==> config.mk <==
export PLATFORM = sky130hd
export DESIGN_NAME = serial_rx_port_flat
export DESIGN_NICKNAME = d
export VERILOG_FILES = /design/src/rtl/serial_pkg.sv /design/src/rtl/serial_rx_port_if.sv /design/src/rtl/serial_rx_fifo.sv /design/src/rtl/serial_rx_port.sv /design/src/flat_wrapper.sv
export SDC_FILE = /design/constraint.sdc
export NUM_CORES = 1
export LEC_CHECK = 0
export ABC_AREA = 1
export BUFFER_PORTS_ARGS = -buffer_cell sky130_fd_sc_hd__buf_2
export CORE_AREA = 4 4 101 103
export CTS_CLUSTER_DIAMETER = 50
export DETAILED_ROUTE_END_ITERATION = 10
export DIE_AREA = 0 0 105 107
export PLACE_DENSITY_LB_ADDON = 0.08
export SLEW_MARGIN = 20
export SYNTH_ARGS = -nofsm -noshare
export SYNTH_HDL_FRONTEND = slang
export SYNTH_HIERARCHICAL = 1
export SYNTH_SLANG_ARGS = --single-unit
==> constraint.sdc <==
create_clock -name clk -period 5.3 [get_ports clk]
set_input_delay 0.53 -clock clk [delete_from_list [all_inputs] [get_ports clk]]
set_output_delay 0.53 -clock clk [all_outputs]
set_load 0.005 [all_outputs]
==> src/rtl/serial_pkg.sv <==
// Shared constants for the serial link (RX and TX paths): baud divisor helper,
// receiver FSM state encoding and bit positions inside the 32-bit status word.
package serial_pkg;

    typedef enum logic [2:0] {
        ST_IDLE,
        ST_START,
        ST_DATA,
        ST_PARITY,
        ST_STOP
    } rx_state_t;

    localparam int unsigned QS_NOT_EMPTY  = 31;
    localparam int unsigned QS_OVERRUN    = 30;
    localparam int unsigned QS_FRAME_ERR  = 29;
    localparam int unsigned QS_PARITY_ERR = 28;
    localparam int unsigned QS_COUNT_LSB  = 8;
    localparam int unsigned QS_HEAD_LSB   = 0;

    // Clock cycles per serial bit; callers keep the ratio integral and >= 4.
    function automatic int unsigned clks_per_bit(input int unsigned clk_hz,
                                                 input int unsigned baud);
        return clk_hz / baud;
    endfunction

endpackage

==> src/rtl/serial_rx_port_if.sv <==
// Datapath-side bundle of the serial receive port: line input, pop/clear
// strobes and the status/data word.
interface serial_rx_port_if;
    logic        rx;
    logic        rd;
    logic        clr;
    logic [31:0] qS;

    modport master (output rx, output rd, output clr, input qS);
    modport slave  (input rx, input rd, input clr, output qS);
endinterface

==> src/rtl/serial_rx_fifo.sv <==
// Synchronous byte FIFO for the serial receiver. A push on a full FIFO is
// accepted only when a pop happens in the same cycle; a pop on empty is ignored.
module serial_rx_fifo #(
    parameter  int unsigned DEPTH = 4,
    localparam int unsigned AW    = $clog2(DEPTH),
    localparam int unsigned CW    = AW + 1
) (
    input  logic          clk,
    input  logic          reset,
    input  logic          push,
    input  logic          pop,
    input  logic [7:0]    din,
    output logic          full,
    output logic          empty,
    output logic [CW-1:0] count,
    output logic [7:0]    head
);

    logic [7:0]    mem [DEPTH];
    logic [AW-1:0] wr_ptr;
    logic [AW-1:0] rd_ptr;
    logic          push_ok;
    logic          pop_ok;

    // Qualify strobes against the current occupancy.
    always_comb begin
        full    = (count == CW'(DEPTH));
        empty   = (count == '0);
        pop_ok  = pop && !empty;
        push_ok = push && (!full || pop_ok);
        head    = mem[rd_ptr];
    end

    // Pointer and occupancy bookkeeping; pointers wrap modulo DEPTH.
    always_ff @(posedge clk or negedge reset) begin
        if (!reset) begin
            wr_ptr <= '0;
            rd_ptr <= '0;
            count  <= '0;
        end else begin
            if (push_ok) wr_ptr <= wr_ptr + AW'(1);
            if (pop_ok)  rd_ptr <= rd_ptr + AW'(1);
            case ({push_ok, pop_ok})
                2'b10:   count <= count + CW'(1);
                2'b01:   count <= count - CW'(1);
                default: count <= count;
            endcase
        end
    end

    // Storage array; contents are don't-care until written.
    always_ff @(posedge clk) begin
        if (push_ok) mem[wr_ptr] <= din;
    end

endmodule

==> src/rtl/serial_rx_port.sv <==
// Serial receive port: 2-flop rx synchronizer, baud counter, frame FSM,
// byte FIFO and status/data word.
// Optional macro SERIAL_RX_PARITY_EN selects 8E1 framing (default 8N1).
module serial_rx_port
    import serial_pkg::*;
#(
    parameter int unsigned CLK_HZ     = 50_000_000,
    parameter int unsigned BAUD       = 9600,
    parameter int unsigned FIFO_DEPTH = 4
) (
    input  logic             clk,
    input  logic             reset,
    serial_rx_port_if.slave  bus
);

    localparam int unsigned CPB  = clks_per_bit(CLK_HZ, BAUD);
    localparam int unsigned HALF = CPB / 2;
    localparam int unsigned BCW  = $clog2(CPB);
    localparam int unsigned CW   = $clog2(FIFO_DEPTH) + 1;

    logic            rx_s1;
    logic            rx_s2;
    logic            rx_prev;
    rx_state_t       state;
    logic [BCW-1:0]  cnt;
    logic [2:0]      bit_cnt;
    logic [7:0]      shreg;
    logic            bit_tick;
    logic            stop_sample;
    logic            push;
    logic            frame_set;
    logic            par_set;
    logic            ovr_set;
    logic            ovr_flag;
    logic            frm_flag;
    logic            par_flag;
    logic            full;
    logic            empty;
    logic [CW-1:0]   count;
    logic [7:0]      head;
    logic [31:0]     qs;
`ifdef SERIAL_RX_PARITY_EN
    logic            par_bad;
`endif

    // Bring rx into the clock domain; presets keep an idle-high line quiet.
    always_ff @(posedge clk or negedge reset) begin
        if (!reset) begin
            rx_s1   <= 1'b1;
            rx_s2   <= 1'b1;
            rx_prev <= 1'b1;
        end else begin
            rx_s1   <= bus.rx;
            rx_s2   <= rx_s1;
            rx_prev <= rx_s2;
        end
    end

    // Stop-sample strobes are decoded from FSM state so the byte lands in the
    // FIFO on the stop-sample edge itself (qS shows it the following cycle).
    always_comb begin
        bit_tick    = (cnt == BCW'(CPB - 1));
        stop_sample = (state == ST_STOP) && bit_tick;
        frame_set   = stop_sample && !rx_s2;
`ifdef SERIAL_RX_PARITY_EN
        push        = stop_sample && rx_s2 && !par_bad;
        par_set     = stop_sample && rx_s2 && par_bad;
`else
        push        = stop_sample && rx_s2;
        par_set     = 1'b0;
`endif
        ovr_set     = push && full && !bus.rd;
    end

    // Frame FSM: start detect, mid-bit sampling, LSB-first shift, stop check.
    always_ff @(posedge clk or negedge reset) begin
        if (!reset) begin
            state   <= ST_IDLE;
            cnt     <= '0;
            bit_cnt <= '0;
            shreg   <= '0;
`ifdef SERIAL_RX_PARITY_EN
            par_bad <= 1'b0;
`endif
        end else begin
            case (state)
                ST_IDLE: begin
                    if (rx_prev && !rx_s2) begin
                        state   <= ST_START;
                        cnt     <= '0;
                        bit_cnt <= '0;
                    end
                end
                ST_START: begin
                    if (cnt == BCW'(HALF - 1)) begin
                        cnt   <= '0;
                        state <= rx_s2 ? ST_IDLE : ST_DATA;
                    end else begin
                        cnt <= cnt + BCW'(1);
                    end
                end
                ST_DATA: begin
                    if (bit_tick) begin
                        cnt     <= '0;
                        shreg   <= {rx_s2, shreg[7:1]};
                        bit_cnt <= bit_cnt + 3'd1;
                        if (bit_cnt == 3'd7) begin
`ifdef SERIAL_RX_PARITY_EN
                            state <= ST_PARITY;
`else
                            state <= ST_STOP;
`endif
                        end
                    end else begin
                        cnt <= cnt + BCW'(1);
                    end
                end
`ifdef SERIAL_RX_PARITY_EN
                ST_PARITY: begin
                    if (bit_tick) begin
                        cnt     <= '0;
                        par_bad <= (^shreg) ^ rx_s2;
                        state   <= ST_STOP;
                    end else begin
                        cnt <= cnt + BCW'(1);
                    end
                end
`endif
                ST_STOP: begin
                    if (bit_tick) begin
                        cnt   <= '0;
                        state <= ST_IDLE;
                    end else begin
                        cnt <= cnt + BCW'(1);
                    end
                end
                default: begin
                    state <= ST_IDLE;
                    cnt   <= '0;
                end
            endcase
        end
    end

    // Sticky error flags; a new error in the same cycle as clr wins.
    always_ff @(posedge clk or negedge reset) begin
        if (!reset) begin
            ovr_flag <= 1'b0;
            frm_flag <= 1'b0;
            par_flag <= 1'b0;
        end else begin
            ovr_flag <= ovr_set   || (ovr_flag && !bus.clr);
            frm_flag <= frame_set || (frm_flag && !bus.clr);
            par_flag <= par_set   || (par_flag && !bus.clr);
        end
    end

    serial_rx_fifo #(.DEPTH(FIFO_DEPTH)) u_fifo (
        .clk   (clk),
        .reset (reset),
        .push  (push),
        .pop   (bus.rd),
        .din   (shreg),
        .full  (full),
        .empty (empty),
        .count (count),
        .head  (head)
    );

    // Assemble the status/data word.
    always_comb begin
        qs                          = '0;
        qs[QS_NOT_EMPTY]            = !empty;
        qs[QS_OVERRUN]              = ovr_flag;
        qs[QS_FRAME_ERR]            = frm_flag;
        qs[QS_PARITY_ERR]           = par_flag;
        qs[QS_COUNT_LSB +: CW]      = count;
        qs[QS_HEAD_LSB +: 8]        = empty ? 8'h00 : head;
    end

    assign bus.qS = qs;

endmodule

==> src/flat_wrapper.sv <==
// flat-port wrapper written by rule: the top's interface ports become plain ports
module serial_rx_port_flat import serial_pkg::*;
#(
    parameter int unsigned CLK_HZ     = 50_000_000,
    parameter int unsigned BAUD       = 9600,
    parameter int unsigned FIFO_DEPTH = 4
)
  (clk, reset, bus_rx, bus_rd, bus_clr, bus_qS);
  serial_rx_port_if bus_i ();
  input  logic clk;
  input  logic reset;
  input wire logic [$bits(bus_i.rx)-1:0] bus_rx;
  input wire logic [$bits(bus_i.rd)-1:0] bus_rd;
  input wire logic [$bits(bus_i.clr)-1:0] bus_clr;
  output wire logic [$bits(bus_i.qS)-1:0] bus_qS;
  assign bus_i.rx = bus_rx;
  assign bus_i.rd = bus_rd;
  assign bus_i.clr = bus_clr;
  assign bus_qS = bus_i.qS;
  serial_rx_port #(.CLK_HZ(CLK_HZ), .BAUD(BAUD), .FIFO_DEPTH(FIFO_DEPTH)) u_core (.clk(clk), .reset(reset), .bus(bus_i));
endmodule
# Yosys cells after proc, flatten, opt, wreduce, memory -nomap -nowiden
# Memory sizes are Yosys's and may differ from the RTL's.
# Cells that the tools add are included.
[op_classes] add_sub_neg=6 n_eq_ne=14 muxes=18 n_reduce_logical=27
[op_table] operator="$mux 13" n=3
[op_table] operator="$pmux 13 s3" n=1
[op_table] operator="$mux 3" n=7
[op_table] operator="$add 13x1->13 const B" n=1
[op_table] operator="$eq 13x12->1 const B" n=1
[op_table] operator="$eq 13x13->1 const B" n=1
[op_table] operator="$pmux 3 s2" n=2
[op_table] operator="$pmux 3 s4" n=1
[op_table] operator="$logic_and 1x1->1" n=11
[op_table] operator="$ne 2x1->1 const B" n=5
[op_table] operator="$eq 3x3->1 const B" n=3
[op_table] operator="$mux 8" n=1
[op_table] operator="$add 3x1->3 const B" n=2
[op_table] operator="$logic_not 3->1" n=2
[op_table] operator="$logic_not 1->1" n=5
[op_table] operator="$reduce_and 5->1" n=1
[op_table] operator="$add 2x1->2 const B" n=2
[op_table] operator="$reduce_bool 2->1" n=2
[op_table] operator="$eq 3x1->1 const B" n=1
[op_table] operator="$eq 3x2->1 const B" n=1
[op_table] operator="$logic_or 1x1->1" n=3
[op_table] operator="$reduce_and 3->1" n=1
[op_table] operator="$sub 3x1->3 const B" n=1
[op_table] operator="$eq 2x1->1 const B" n=1
[op_table] operator="other kinds (5)" n=6
[word_totals] regBits=40 mem_bits_rw=32 inputBits=5 output_inout_bits=32 elab_cells=79 memories=1
[memory_table] memory="u_core.u_fifo.mem" depth=4 word_bits=8 rd=1 rd_ports_with_merged_regs=0 write_ports=1 line="serial_rx_fifo.sv:19" source="logic [7:0] mem [DEPTH];"

# Depth between registers and ports, before layout
[depth] depth_word=7 depth_mapped=14 mapped_depth_nobuf=14

# Cells and area by module
# The synthesis kept the hierarchy.
[modules_own_cells] mod="serial_rx_port" instances=1 cells_per_inst=244 area_each_um2=1943.1 seq_area_each_um2=829.5
[modules_own_cells] mod="serial_rx_fifo" instances=1 cells_per_inst=148 area_each_um2=1715.4 seq_area_each_um2=1136.1

# Worst setup path before layout
# No wires, ideal clock.
[synth_timing] path_type="reg-to-reg" start="reg u_core.cnt[0]" end="reg u_core.u_fifo.count[1]" setup_time_ns=0.083 t_arrival_ns=2.107 required_time_ns=5.217 setup_slack_ns=3.110 stages_incl_launch_ff=11 path_buffers=0 synth_period_minus_slack_ns=2.190 path_cell_list="dfrtp_1 > ha_1 > nand2_2 > nor2_2 > nand3_4 > nor3_2 > nand2_4 > ha_1 > inv_1 > fa_1 > o21ai_0"
[synth_via] elab_chain_cells=6 elab_cells_between_ends=8 classes_between="3 x eq/ne; 1 x mux; 4 x reduce/logical"
[synth_rtl] item="from (decl)" line="serial_rx_port.sv:25" source="logic [BCW-1:0] cnt;"
[synth_rtl] item="from (signal assigned)" line="serial_rx_port.sv:99" source="cnt <= cnt + BCW'(1);"
[synth_rtl] item="from (signal assigned)" line="serial_rx_port.sv:115" source="cnt <= cnt + BCW'(1);"
[synth_rtl] item="from (signal assigned)" line="serial_rx_port.sv:134" source="cnt <= cnt + BCW'(1);"
[synth_rtl] item="$eq 13x13->1 *" line="serial_rx_port.sv:62" source="bit_tick = (cnt == BCW'(CPB - 1));"
[synth_rtl] item="$logic_and 1x1->1 *" line="serial_rx_port.sv:63" source="stop_sample = (state == ST_STOP) && bit_tick;"
[synth_rtl] item="$logic_and 1x1->1 *" line="serial_rx_port.sv:69" source="push = stop_sample && rx_s2;"
[synth_rtl] item="named net u_core.push" line="serial_rx_port.sv:30" source="logic push;"
[synth_rtl] item="$logic_and 1x1->1 *" line="serial_rx_fifo.sv:30" source="push_ok = push && (!full || pop_ok);"
[synth_rtl] item="$eq 2x1->1 or $eq 2x2->1 (tied branches)" line="serial_rx_fifo.sv:43" source="case ({push_ok, pop_ok})"
[synth_rtl] item="$pmux 3 s2 or $reduce_bool 2->1 (tied branches)"
[synth_rtl] item="to (signal assigned)" line="serial_rx_fifo.sv:44" source="2'b10: count <= count + CW'(1);"
[synth_rtl] item="to (signal assigned)" line="serial_rx_fifo.sv:45" source="2'b01: count <= count - CW'(1);"
[synth_rtl] item="to (signal assigned)" line="serial_rx_fifo.sv:46" source="default: count <= count;"
[synth_rtl] item="to (decl)" line="serial_rx_fifo.sv:15" source="output logic [CW-1:0] count,"
# The timed path passes the listed nets; every way through them passes the cells marked *.
# A chain may end at the register's enable or synchronous reset.

# Final worst setup path
# Ends and elaborated chain as after synthesis.

==> flow_summary.json <==
{
  "rsz0062_at_grt": "no",
  "ys_async_sr_fraction_pct": 55.6,
  "dieArea_um2": 11200,
  "drive_above_1_share_pct": 17.5,
  "cts-htree-levels": 3,
  "synth_edf_count": 32,
  "crit_arrival_ns": 2.67,
  "drt_pre_antenna_iters": 4,
  "power_density_nw_per_um2": 317,
  "drt_iter0_drc": 91,
  "overflow": 0,
  "drv_slew": 0,
  "syn_inst": 392,
  "syn_to_final_growth_pct": 6.94,
  "rows": 35,
  "cts_setup_buffers": 0,
  "leakage_nw": 1.76,
  "cp-start-kind": "flip-flop",
  "floorplan.die.height_um": 107,
  "hp-start": "bus_rx",
  "mappedNetlistArea_um2": 3660,
  "diodes": 0,
  "ys_seq_area_share_pct": 53.7,
  "start_util_pct": 39.8,
  "dp_hpwl_um": 4860,
  "wl_um": 6680,
  "hold_violations": 0,
  "synth-seq-cells": 72,
  "clockRootBuffer": "clkbuf_8",
  "critPathLaunch": "u_core/cnt[0]",
  "routedWlPerCell_um": 12.7,
  "clkSinkCount": 72,
  "tightestPinTransition_ns": 0.897,
  "grtUsageTotal_pct": 13.0,
  "avgSynthCellArea_um2": 9.33,
  "criticalPathCategory": "reg -> reg",
  "crit_fanout": 7,
  "clk_latency_ns": 0.34,
  "clk_path_buf_depth": 2,
  "rr_startpoint": "u_core/cnt[0]",
  "yosys_warnings": 6,
  "yosysTopAreaCell": "edfxtp_1",
  "finalWorstSetupSlack_ns": 2.89,
  "yosys-top-cells-area": "edfxtp_1, dfrtp_1, nand2_1",
  "period_share_pct": 45.4,
  "drtAntennaViolNets": 0,
  "status": "completed",
  "dp_slack_ns": 2.90,
  "tns_ns": 0,
  "synth_cell_types": 38,
  "fin_crit_ns": 2.41,
  "worstPathRequired_ns": 5.57,
  "routabilityCongestion": 0.809,
  "grt_max_degree": 41,
  "nets": 425,
  "clock-skew-final_ns": 0.00721,
  "hold_path_class": "in -> reg",
  "port_buffers": 19,
  "antenna_found_initial": 0,
  "drc_errors": 0,
  "core_area_um2": 9200,
  "grt_pass1_vias": 2476,
  "vias": 2456,
  "end_kind": "flip-flop",
  "numCtsBuffers": 9,
  "pin_count": 37,
  "vias_per_cell": 4.66,
  "fmax_mhz": 416,
  "path_clk_slew_ns": 0.08,
  "cts_resized": 0,
  "maxSlewHeadroom_pct": 40.2,
  "hold_ws_ns": 0.281,
  "synthFlopType": "dfrtp_1",
  "hold_buffers": 0,
  "maxCapViolCount": 0,
  "setup_viol": 0,
  "tritoncts": "yes",
  "yosysTopAreaCellShare_pct": 26.3,
  "ir_drop_uv": 219,
  "die_w_um": 105,
  "grt_pass1_wl_um": 11800
}
routing by layer:
metal	GRT usage (%)	routed length (um)	up-vias
li1	-	-	1259
met1	15.2	2990	1157
met2	23.5	3470	34
met3	2.95	166	6
met4	4.22	56	0
met5	0	0	-
cell usage in the layout (no fill, tap or decap), types with 5 or more instances in the layout:
| cell | instances |
|---|---|
| inv_1 | 42 |
| ha_1 | 8 |
| dfrtp_1 | 37 |
| buf_2 | 19 |
| nand3_1 | 12 |
| o21ai_1 | 17 |
| inv_2 | 10 |
| conb_1 | 17 |
| nor3_1 | 11 |
| nand2_1 | 76 |
| edfxtp_1 | 32 |
| nor2_1 | 51 |
| clkbuf_8 | 9 |
| nand3_2 | 5 |
| o21ai_0 | 21 |
| nor2_4 | 5 |
metrics by stage:
stage / instance area (um2) / std cells / power (mW) / utilization (%)
floorplan: 3720 / 408 / 0.809 / -
global placement: 3730 / 511 / 0.848 / 40.5
detailed placement: 3730 / 511 / 0.848 / 40.5
CTS: 3910 / 527 / 1.26 / 42.5
global route: 3910 / 527 / 1.31 / 42.5
finish: 3910 / 527 / 1.24 / 42.5
cells in the mapped netlist, drive strengths merged, types with 3 or more instances:
cell type / count
ha: 8
nand2: 82
nand3: 18
dfstp: 3
a21oi: 3
inv: 53
nor3: 12
o21ai: 38
xor2: 3
edfxtp: 32
nand4: 4
dfrtp: 37
buf: 26
nor2: 61
worst max-delay path, cell delays in order, from the launching register on:
cell and delay [ns]:
dfrtp_1 0.39, ha_1 0.24, nand2_2 0.10, nor2_2 0.15, nand3_4 0.12, nor3_2 0.32
nand2_4 0.13, ha_1 0.23, inv_1 0.09, fa_1 0.40, o21ai_0 0.15
cell type report:
class                      count  area [um2]
fill                         928        5280
sequential                    72        1970
multi-input combinational    256        1320
inverter                      53         206
tap                          111         139
clock buffer                   9         124
timing repair buffer          19        95.1
clock inverter                 7        61.3
final timing paths:
kind	to	slack [ns]	depth (start not counted)
max	u_core/u_fifo/count[1]	2.89	10
min	u_core/rx_s1	0.28	1
max reg2reg	u_core/u_fifo/count[1]	2.89	10
min reg2reg	u_core/rx_s2	0.36	0
max in group asynchronous	u_core/bit_cnt[2]	4.42	1
min in group asynchronous	u_core/u_fifo/count[1]	0.31	1
state kept, by name, indices dropped and copies added (netlist names), 2 cells and up:
signal                count
u_core/bit_cnt            3
u_core/cnt               13
u_core/state              3
u_core/u_fifo/count       3
u_core/u_fifo/wr_ptr      2
u_core/shreg              8
u_core/u_fifo/rd_ptr      2
u_core/u_fifo/mem        32
report_power, final:
part	switching (mW)	total, mW	internal (mW)
Sequential	0.0218	0.621	0.600
Clock	0.225	0.405	0.180
Combinational	0.154	0.214	0.0602
Total	0.400	1.24	0.839
kinds of logic (layout without fill, tap and decap cells):
| group | count (synthesis) | count (layout) | share of synthesized area [%] |
|---|---|---|---|
| flip-flops | 72 | 72 | 53.7 |
| AND/OR/NAND/NOR | 181 | 181 | 23.7 |
| other | 1 | 17 | 0.103 |
| buffers and inverters | 80 | 88 | 11.8 |
| AO/OA/AOI/OAI | 45 | 45 | 6.40 |
| XOR/XNOR | 4 | 4 | 0.958 |
| adder cells (fa/ha/maj) | 9 | 9 | 3.28 |
(Power assumes the default switching activity.)
